$ cat config.mk
export PLATFORM = sky130hd
export DESIGN_NAME = hazard_ctrl_mc
export DESIGN_NICKNAME = d
export VERILOG_FILES = /design/src/rtl/hazard_ctrl_mc_pkg.sv /design/src/rtl/hazard_mc_timer.sv /design/src/rtl/hazard_ctrl_mc.sv
export SDC_FILE = /design/constraint.sdc
export NUM_CORES = 1
export LEC_CHECK = 0
export ABC_CLOCK_PERIOD_IN_PS = 4320
export CAP_MARGIN = 30
export CORE_ASPECT_RATIO = 1.2
export CORE_MARGIN = 3
export CORE_UTILIZATION = 67
export DETAILED_ROUTE_END_ITERATION = 10
export DONT_BUFFER_PORTS = 1
export PLACE_DENSITY = 0.83
export SETUP_SLACK_MARGIN = 0.5
export SLEW_MARGIN = 20
export SYNTH_ARGS = -nofsm -noshare
export SYNTH_HDL_FRONTEND = slang
export SYNTH_SLANG_ARGS = --single-unit
$ cat constraint.sdc
create_clock -name clk -period 4.32 [get_ports clk]
set_input_delay 1.08 -clock clk [delete_from_list [all_inputs] [get_ports clk]]
set_output_delay 1.08 -clock clk [all_outputs]
set_load 0.01 [all_outputs]
$ cat src/rtl/hazard_ctrl_mc_pkg.sv
// Shared encodings for the hazard controller: forwarding selects,
// the load result-source code and the multi-cycle FSM state type.
package hazard_pkg;

    // Operand-mux selects driven to the EX stage
    localparam logic [1:0] FWD_RF = 2'b00;
    localparam logic [1:0] FWD_W  = 2'b01;
    localparam logic [1:0] FWD_M  = 2'b10;

    // resultSrc_E value that marks a load in EX
    localparam logic [1:0] RES_SRC_LOAD = 2'b01;

    // Occupancy timer width; covers MC_LAT-2 for MC_LAT up to 15
    localparam int MC_TW = 4;

    typedef enum logic {
        MC_IDLE = 1'b0,
        MC_BUSY = 1'b1
    } mc_state_t;

endpackage

$ cat src/rtl/hazard_mc_timer.sv
// Multi-cycle execute occupancy timer. A start in IDLE raises busy in the
// same cycle and loads MC_LAT-2; busy then stays high while the count is
// non-zero. The zero-count cycle is the release cycle. freeze (data-memory
// wait) holds both the count and the state, so the release cycle itself is
// also held and a still-asserted start cannot retrigger while EX is frozen.
module hazard_mc_timer
    import hazard_pkg::*;
#(
    parameter int MC_LAT = 4
) (
    input  logic clk,
    input  logic rst_n,
    input  logic start,
    input  logic freeze,
    output logic busy
);

    mc_state_t        state_q, state_d;
    logic [MC_TW-1:0] timer_q, timer_d;

    // State and down-counter registers
    always_ff @(posedge clk) begin
        if (!rst_n) begin
            state_q <= MC_IDLE;
            timer_q <= '0;
        end else begin
            state_q <= state_d;
            timer_q <= timer_d;
        end
    end

    // Next-state, count and busy decode
    always_comb begin
        state_d = state_q;
        timer_d = timer_q;
        busy    = 1'b0;
        unique case (state_q)
            MC_IDLE: begin
                if (start && !freeze) begin
                    busy    = 1'b1;
                    timer_d = MC_TW'(MC_LAT - 2);
                    state_d = MC_BUSY;
                end
            end
            MC_BUSY: begin
                if (timer_q != '0) begin
                    busy = 1'b1;
                    if (!freeze) begin
                        timer_d = timer_q - 1'b1;
                    end
                end else if (!freeze) begin
                    state_d = MC_IDLE;
                end
            end
            default: begin
                state_d = MC_IDLE;
                timer_d = '0;
            end
        endcase
    end

endmodule

$ cat src/rtl/hazard_ctrl_mc.sv
// Pipeline hazard controller for the 5-stage RV32I core: x0-aware operand
// forwarding, load-use and branch handling, multi-cycle execute stalls,
// data-memory wait stalls and a saturating stall-cycle counter.
module hazard_ctrl_mc
    import hazard_pkg::*;
#(
    parameter int REG_AW = 5,
    parameter int MC_LAT = 4,
    parameter int PERF_W = 16
) (
    input  logic              clk,
    input  logic              rst_n,
    input  logic              regWrite_M,
    input  logic              regWrite_W,
    input  logic [REG_AW-1:0] rd_M,
    input  logic [REG_AW-1:0] rd_W,
    input  logic [REG_AW-1:0] rd_E,
    input  logic [REG_AW-1:0] rs1_D,
    input  logic [REG_AW-1:0] rs2_D,
    input  logic [REG_AW-1:0] rs1_E,
    input  logic [REG_AW-1:0] rs2_E,
    input  logic [1:0]        resultSrc_E,
    input  logic              PCSrc_E,
    input  logic              mcStart_E,
    input  logic              memOp_M,
    input  logic              dmemReady_M,
    input  logic              clrPerf,
    output logic [1:0]        forwardAE,
    output logic [1:0]        forwardBE,
    output logic              stallF,
    output logic              stallD,
    output logic              stallE,
    output logic              stallM,
    output logic              flushD,
    output logic              flushE,
    output logic              flushM,
    output logic              flushW,
    output logic              mcBusy,
    output logic [PERF_W-1:0] stallCycles
);

    logic mem_wait;
    logic load_use;
    logic mc_busy;

    // Increment that sticks at all-ones instead of wrapping
    function automatic logic [PERF_W-1:0] sat_inc(input logic [PERF_W-1:0] v);
        return (v == '1) ? v : v + 1'b1;
    endfunction

    // Forwarding select for one EX source; M beats W, x0 never forwards
    function automatic logic [1:0] fwd_sel(input logic [REG_AW-1:0] rs);
        if (regWrite_M && (rd_M != '0) && (rd_M == rs)) begin
            return FWD_M;
        end else if (regWrite_W && (rd_W != '0) && (rd_W == rs)) begin
            return FWD_W;
        end
        return FWD_RF;
    endfunction

    assign mem_wait = memOp_M & ~dmemReady_M;
    assign load_use = (resultSrc_E == RES_SRC_LOAD) && (rd_E != '0) &&
                      ((rd_E == rs1_D) || (rd_E == rs2_D));

    hazard_mc_timer #(
        .MC_LAT (MC_LAT)
    ) u_mc_timer (
        .clk    (clk),
        .rst_n  (rst_n),
        .start  (mcStart_E),
        .freeze (mem_wait),
        .busy   (mc_busy)
    );

    // Forwarding and prioritised stall/flush decode; everything quiet in reset
    always_comb begin
        forwardAE = FWD_RF;
        forwardBE = FWD_RF;
        stallF    = 1'b0;
        stallD    = 1'b0;
        stallE    = 1'b0;
        stallM    = 1'b0;
        flushD    = 1'b0;
        flushE    = 1'b0;
        flushM    = 1'b0;
        flushW    = 1'b0;
        mcBusy    = 1'b0;
        if (rst_n) begin
            forwardAE = fwd_sel(rs1_E);
            forwardBE = fwd_sel(rs2_E);
            mcBusy    = mc_busy;
            if (mem_wait) begin
                // Whole front of the pipe waits on memory; WB gets a bubble
                stallF = 1'b1;
                stallD = 1'b1;
                stallE = 1'b1;
                stallM = 1'b1;
                flushW = 1'b1;
            end else if (mc_busy) begin
                // Multi-cycle op holds EX; MEM receives bubbles meanwhile
                stallF = 1'b1;
                stallD = 1'b1;
                stallE = 1'b1;
                flushM = 1'b1;
            end else if (PCSrc_E) begin
                // Taken branch discards the dependent instruction anyway
                flushD = 1'b1;
                flushE = 1'b1;
            end else if (load_use) begin
                stallF = 1'b1;
                stallD = 1'b1;
                flushE = 1'b1;
            end
        end
    end

    // Stall-cycle counter; clear beats increment
    always_ff @(posedge clk) begin
        if (!rst_n) begin
            stallCycles <= '0;
        end else if (clrPerf) begin
            stallCycles <= '0;
        end else if (stallF) begin
            stallCycles <= sat_inc(stallCycles);
        end
    end

endmodule

---- After elaboration in Yosys (flattened, before gate mapping) ----
Cells that the tools add are included.
storage, ports and cells
  flip-flop bits (word level) ............. 21
  input bits .............................. 46
  output and inout bits ................... 29
cells by class
  add/subtract/negate cells ............... 2
  eq/ne operators ......................... 11
  multiplexer cells ....................... 44
  bitwise operators ....................... 5
  reductions and logical operators ........ 18
operator list
  cell                                                                    number
  5-bit equality test                                                     6
  1-bit 2-to-1 mux                                                        30
  16-bit by 1-bit adder with 16-bit output (second input constant)        1
  16-bit equality test (second input constant)                            1
  2-bit 2-to-1 mux                                                        8
  5-bit nonzero test                                                      3
  4-bit 2-to-1 mux                                                        3
  1-bit logical AND                                                       9
  4-bit case mux with 2 select lines                                      1
  2-bit != test (second input constant)                                   2
  1-bit NOT                                                               4
  1-bit case mux with 2 select lines                                      2
  4-bit nonzero test                                                      1
  4-bit by 1-bit subtractor with 4-bit output (second input constant)     1
  3-bit AND reduction                                                     1
  2-bit by 1-bit equality test with 1-bit output (second input constant)  1
  2-bit by 1-bit != test with 1-bit output (second input constant)        1
  2-bit AND reduction                                                     1
  2-bit OR reduction                                                      1
  1-bit bitwise AND                                                       1
  1-bit logical NOT                                                       1
  1-bit logical OR                                                        1

---- Longest topological paths before layout ----
  word-level depth ........................ 10
  gate-level depth with buffers ........... 9

---- Cells and area by module ----
A second synthesis with hierarchy kept.
unflattened totals
  cells, all modules ...................... 202
  area, all modules ....................... 1,662.8 µm²
by module, submodules not included
  module           times used  cells each  area an instance (µm²)
  hazard_ctrl_mc   1           169         1,350.0
  hazard_mc_timer  1           33          312.8

---- Worst setup path after synthesis ----
No wires, ideal clock.
  path kind ............................... input -> output
  start point ............................. in rd_E[1]
  end point ............................... out stallF
  data arrival time ....................... 2.519 ns
  slack ................................... 0.721 ns
  stages on the path ...................... 7
  buffers on the path ..................... 2
  path through ............................ or4_1 > nor2_1 > or4_1 > o21a_1 > buf_6 > clkinv_1 > buf_4
between the ends
  cells in the longest elaborated chain, start to end .. 8
  elaborated cells between the ends (all ways) .. 11
  those cells by class .................... eq/ne: 2; mux: 5; reduce/logical: 4
ends and longest elaborated chain
  element                                                           RTL line                                    text
  start, declared                                                   hazard_ctrl_mc.sv:17                        input logic [REG_AW-1:0] rd_E,
  5-bit equality test / 5-bit nonzero test (equally long branches)  hazard_ctrl_mc.sv:63, hazard_ctrl_mc.sv:62
  1-bit logical OR / 1-bit logical AND (equally long branches)      hazard_ctrl_mc.sv:63, hazard_ctrl_mc.sv:62
  1-bit logical AND *                                               hazard_ctrl_mc.sv:62                        assign load_use = (resultSrc_E == RES_SRC_LOAD) && (rd_E != '0) &&
  1-bit 2-to-1 mux * (5 in series)                                  --
  end, declared                                                     hazard_ctrl_mc.sv:30                        output logic stallF,
Every way passes the cells marked *; elsewhere a longest branch is shown, timed or not.

---- Worst setup path after layout ----
  start point ............................. in rd_M[1]
  end point ............................... out forwardAE[0]
between the ends
  cells in the longest elaborated chain, start to end .. 7
  elaborated cells between the ends (all ways) .. 9
  those cells by class .................... eq/ne: 1; mux: 5; reduce/logical: 3
ends and longest elaborated chain
  element              RTL line              text
  start, declared      hazard_ctrl_mc.sv:15  input logic [REG_AW-1:0] rd_M,
  5-bit nonzero test   hazard_ctrl_mc.sv:53  if (regWrite_M && (rd_M != '0) && (rd_M == rs)) begin
  1-bit logical AND    hazard_ctrl_mc.sv:53
  1-bit logical AND *  hazard_ctrl_mc.sv:53
  1-bit 2-to-1 mux     hazard_ctrl_mc.sv:53
  1-bit 2-to-1 mux     hazard_ctrl_mc.sv:88  if (rst_n) begin
  2-bit 2-to-1 mux *   hazard_ctrl_mc.sv:58  return FWD_RF;
  2-bit 2-to-1 mux *   hazard_ctrl_mc.sv:88
  end, declared        hazard_ctrl_mc.sv:28  output logic [1:0] forwardAE,
Every way passes the cells marked *; elsewhere a longest branch is shown, timed or not. The select of a mux whose other input is x is not followed.

==> reports/qor.tcl <==
set qor(post-route-drc-count) 0
set qor(cts_hold_buffers) 0
set qor(dr.pass1.iters) 4
set qor(design.die.area_mm2) 0.00297
set qor(ant_nets) 0
set qor(arrival_ns) 2.53
set qor(required_ns) 3.24
set qor(number_of_cts_inserted_buffers) 3
set qor(detailedPlacementHpwl_um) 2860
set qor(startpoint_type) {primary input}
set qor(ff_latch_area_um2) 420
set qor(clockBufferDepth) 2
set qor(detailedRoute.firstIterationViolations) 47
set qor(grtUsageTotal) 0.242
set qor(via_count_of_the_first_global_routing_pass) 1440
set qor(timing_max_transition_violations_final) 0
set qor(worst_setup_path_end_kind) {primary output}
set qor(fillCellCount) 168
set qor(detailroute.via_count) 1441
set qor(max-cap-violations) 0
set qor(worst_r2r_path_depth) 7
set qor(result_of_the_run) {finished, final reports clean}
set qor(ioPinCount) 75
set qor(num-nets-final) 240
set qor(yosys.area_share.xor_xnor) 0.183
set qor(initial_utilization) 0.736
set qor(criticalPathCategory) {in -> out}
set qor(report.final.hold_viol_count) 0
set qor(grt_start_max_net_pins) 23
set qor(slew_headroom) 0.560
set qor(clock_sinks) 21
set qor(layout_setup_ws_ns) 0.715
set qor(synth.yosys.seq_area_share) 0.267
set qor(final_setup_vio_count) 0
set qor(syn_nets) 244
set qor(netlist_instances) 196
set qor(fin_setup_tns_ns) 0
set qor(global_route.overflow_total) 0
set qor(synthesis.area_mm2) 0.00158
set qor(core_area_mm2) 0.00214
set qor(number_of_warning_messages_in_the_yosys_log) 0
set qor(yosysTopAreaCell) {dfxtp_1}
set qor(synth-seq-cells) 21
set qor(num_rows) 18
set qor(crit-reg2reg-launch) {stallCycles[0]}
set qor(synth-compound-area-share) 0.160
set qor(ir_worst_vdd_v) 0.000192
set qor(finalCriticalPeriod_ns) 3.61
set qor(synth_cell_type_count) 43
set qor(timing.hold.worst.class) {reg -> reg}
set qor(clock_latency_ns) 0.29
set qor(die_w_um) 50.3
set qor(route.detailed.wl_per_inst_um) 16.4
set qor(actual_slew_at_the_worst_max_slew_pin_ns) 0.654
set qor(power.static_leakage_nw) 0.540
set qor(area_growth_pct) 1.27
set qor(clk_pin_slew_ns) 0.11
set qor(synthMuxAreaShare) 0.0191
set qor(main_combinational_cell_family_by_area_after_synthesis) {simple AND/OR/NAND/NOR gates}
set qor(crit_fanout) 3
set qor(insertedDiodeCount) 0
set qor(clockRootBuffer) {clkbuf_4}
set qor(min-delay-start) {u_mc_timer.timer_q[3]}
set qor(layout-drive-gt1-share) 0.0419
set qor(portBuffers) 0
set qor(timing.hold.worst_endpoint) {u_mc_timer.timer_q[3]}
set qor(viasPerCell) 6.52
set qor(tritoncts_clock_tree) {done}
set qor(ys_top_cells_by_area) {dfxtp_1 (27%), xor2_1 (14%), or4_1 (5.7%), xnor2_1 (3.9%), nand3_1 (3.5%)}
set qor(multiInputGateArea_mm2) 0.00108
set qor(yosys.area.top_type_share) 0.267
set qor(cts_resized) 0
set qor(layout_worst_path_cycle_share) 0.835
set qor(drt_wl_total_um) 3610
set qor(power_density_mw_per_mm2) 239
set qor(die_height_um) 59.1
set qor(synth-adder-area-share) 0.0159
set qor(cts_max_level) 1
set qor(rsz0062_at_grt) {no}
set qor(cts_post_setup_buffers_inserted) 0
set qor(yosys.area_share.simple) 0.309
set qor(gp_routability_congestion) 0.801
set qor(rr_endpoint) {stallCycles[14]}
set qor(mostFrequentLayoutCells) {xor2_1 (26), dfxtp_1 (21), nand2_1 (13)}
set qor(antenna_found_initial) 0
set qor(fin_worst_skew_ns) 0.00318
set qor(detailedPlace.worstSlack_ns) 0.739
set qor(syn_avg_cell_area_um2) 8.04
set qor(regToRegSetupSlack_ns) 1.92
set qor(hold-path-cell-count) 2
set qor(final_common_cell) {xor2_1}
set qor(fmax_mhz) 277
set qor(first_pass_grt_wire_length_um) 5770
==> worst max path at each step <==
stage / startpoint / cells after the start / endpoint / slack [ns]
after detailed placement: rd_M[1] / 4 / forwardAE[0] / 0.74
after floorplan: rd_E[1] / 7 / stallF / 0.72
after CTS: rd_M[1] / 4 / forwardAE[0] / 0.74
final: rd_M[1] / 4 / forwardAE[0] / 0.71
after global placement: rd_M[1] / 4 / forwardBE[0] / 0.82
after global routing: rd_M[1] / 4 / forwardAE[0] / 0.62
==> synthesized netlist by cell type <==
cell type  instances
xor2_1            26
dfxtp_1           21
nand2_1           13
or4_1             12
nand3_1           11
nor2_1            11
a21oi_1            9
o31ai_1            7
xnor2_1            7
and2_1             6
nand2b_1           6
nor4_1             6
clkbuf_1           5
nor2b_1            5
nor3_1             5
inv_1              4
and4_1             3
mux2i_1            3
nand4_1            3
o21a_1             3
o21ai_0            3
a31oi_1            2
a41o_1             2
buf_4              2
ha_1               2
nor4b_1            2
a21boi_0           1
a21o_1             1
a22oi_1            1
a31o_2             1
buf_1              1
buf_2              1
buf_6              1
clkinv_1           1
nor3b_1            1
o211a_1            1
o211ai_1           1
o21ba_2            1
o21bai_1           1
o311ai_0           1
o41ai_1            1
or2_2              1
or3_1              1
==> flip-flops by register name, summed over array words and instances (netlist names) <==
register,cells
stallCycles,16
u_mc_timer.state_q,1
u_mc_timer.timer_q,4
==> power by group <==
| part | switching (mW) | total (mW) | leakage (nW) | internal (mW) |
|---|---|---|---|---|
| registers | 0.00679 | 0.207 | 0.170 | 0.200 |
| logic | 0.0449 | 0.0816 | 0.355 | 0.0367 |
| clock network | 0.0566 | 0.0925 | 0.0150 | 0.0359 |
| total | 0.108 | 0.381 | 0.540 | 0.273 |
==> per-layer routing <==
layer / up-vias / track usage / routed length (um)
li1: 704 / - / -
met1: 669 / 0.251 / 1330
met2: 60 / 0.465 / 1970
met3: 8 / 0.0630 / 248
met4: 0 / 0.0830 / 58
met5: - / 0 / 0
==> per-stage QoR <==
step	cells	power [mW]	util	hold slack, ns	cell area (um2)
global route	221	0.400	0.746	0.559	1600
floorplan	196	0.283	-	0.466	1580
finish	221	0.381	0.746	0.538	1600
CTS	221	0.383	0.744	0.542	1590
detailed placement	217	0.292	0.732	0.511	1570
global placement	217	0.287	0.732	0.491	1570
==> cell type report <==
cell class,instances,share of cell area
multi-input cells,160,0.680
flip-flops and latches,21,0.264
well taps,30,0.0235
clock buffers,4,0.0165
inverters,5,0.0118
repair buffers,1,0.00471
==> worst max-delay path: stages <==
cell,delay (ns)
or4_1,0.49
o21ai_0,0.22
nor4_1,0.12
nor4_1,0.61
==> logic make-up after synthesis <==
group,count (synthesis)
compound gates,36
xor+xnor,33
fa+ha+maj,2
buf+inv,15
flops,21
mux,3
simple gates,86
No activity file was read; power rests on OpenSTA's default activity.
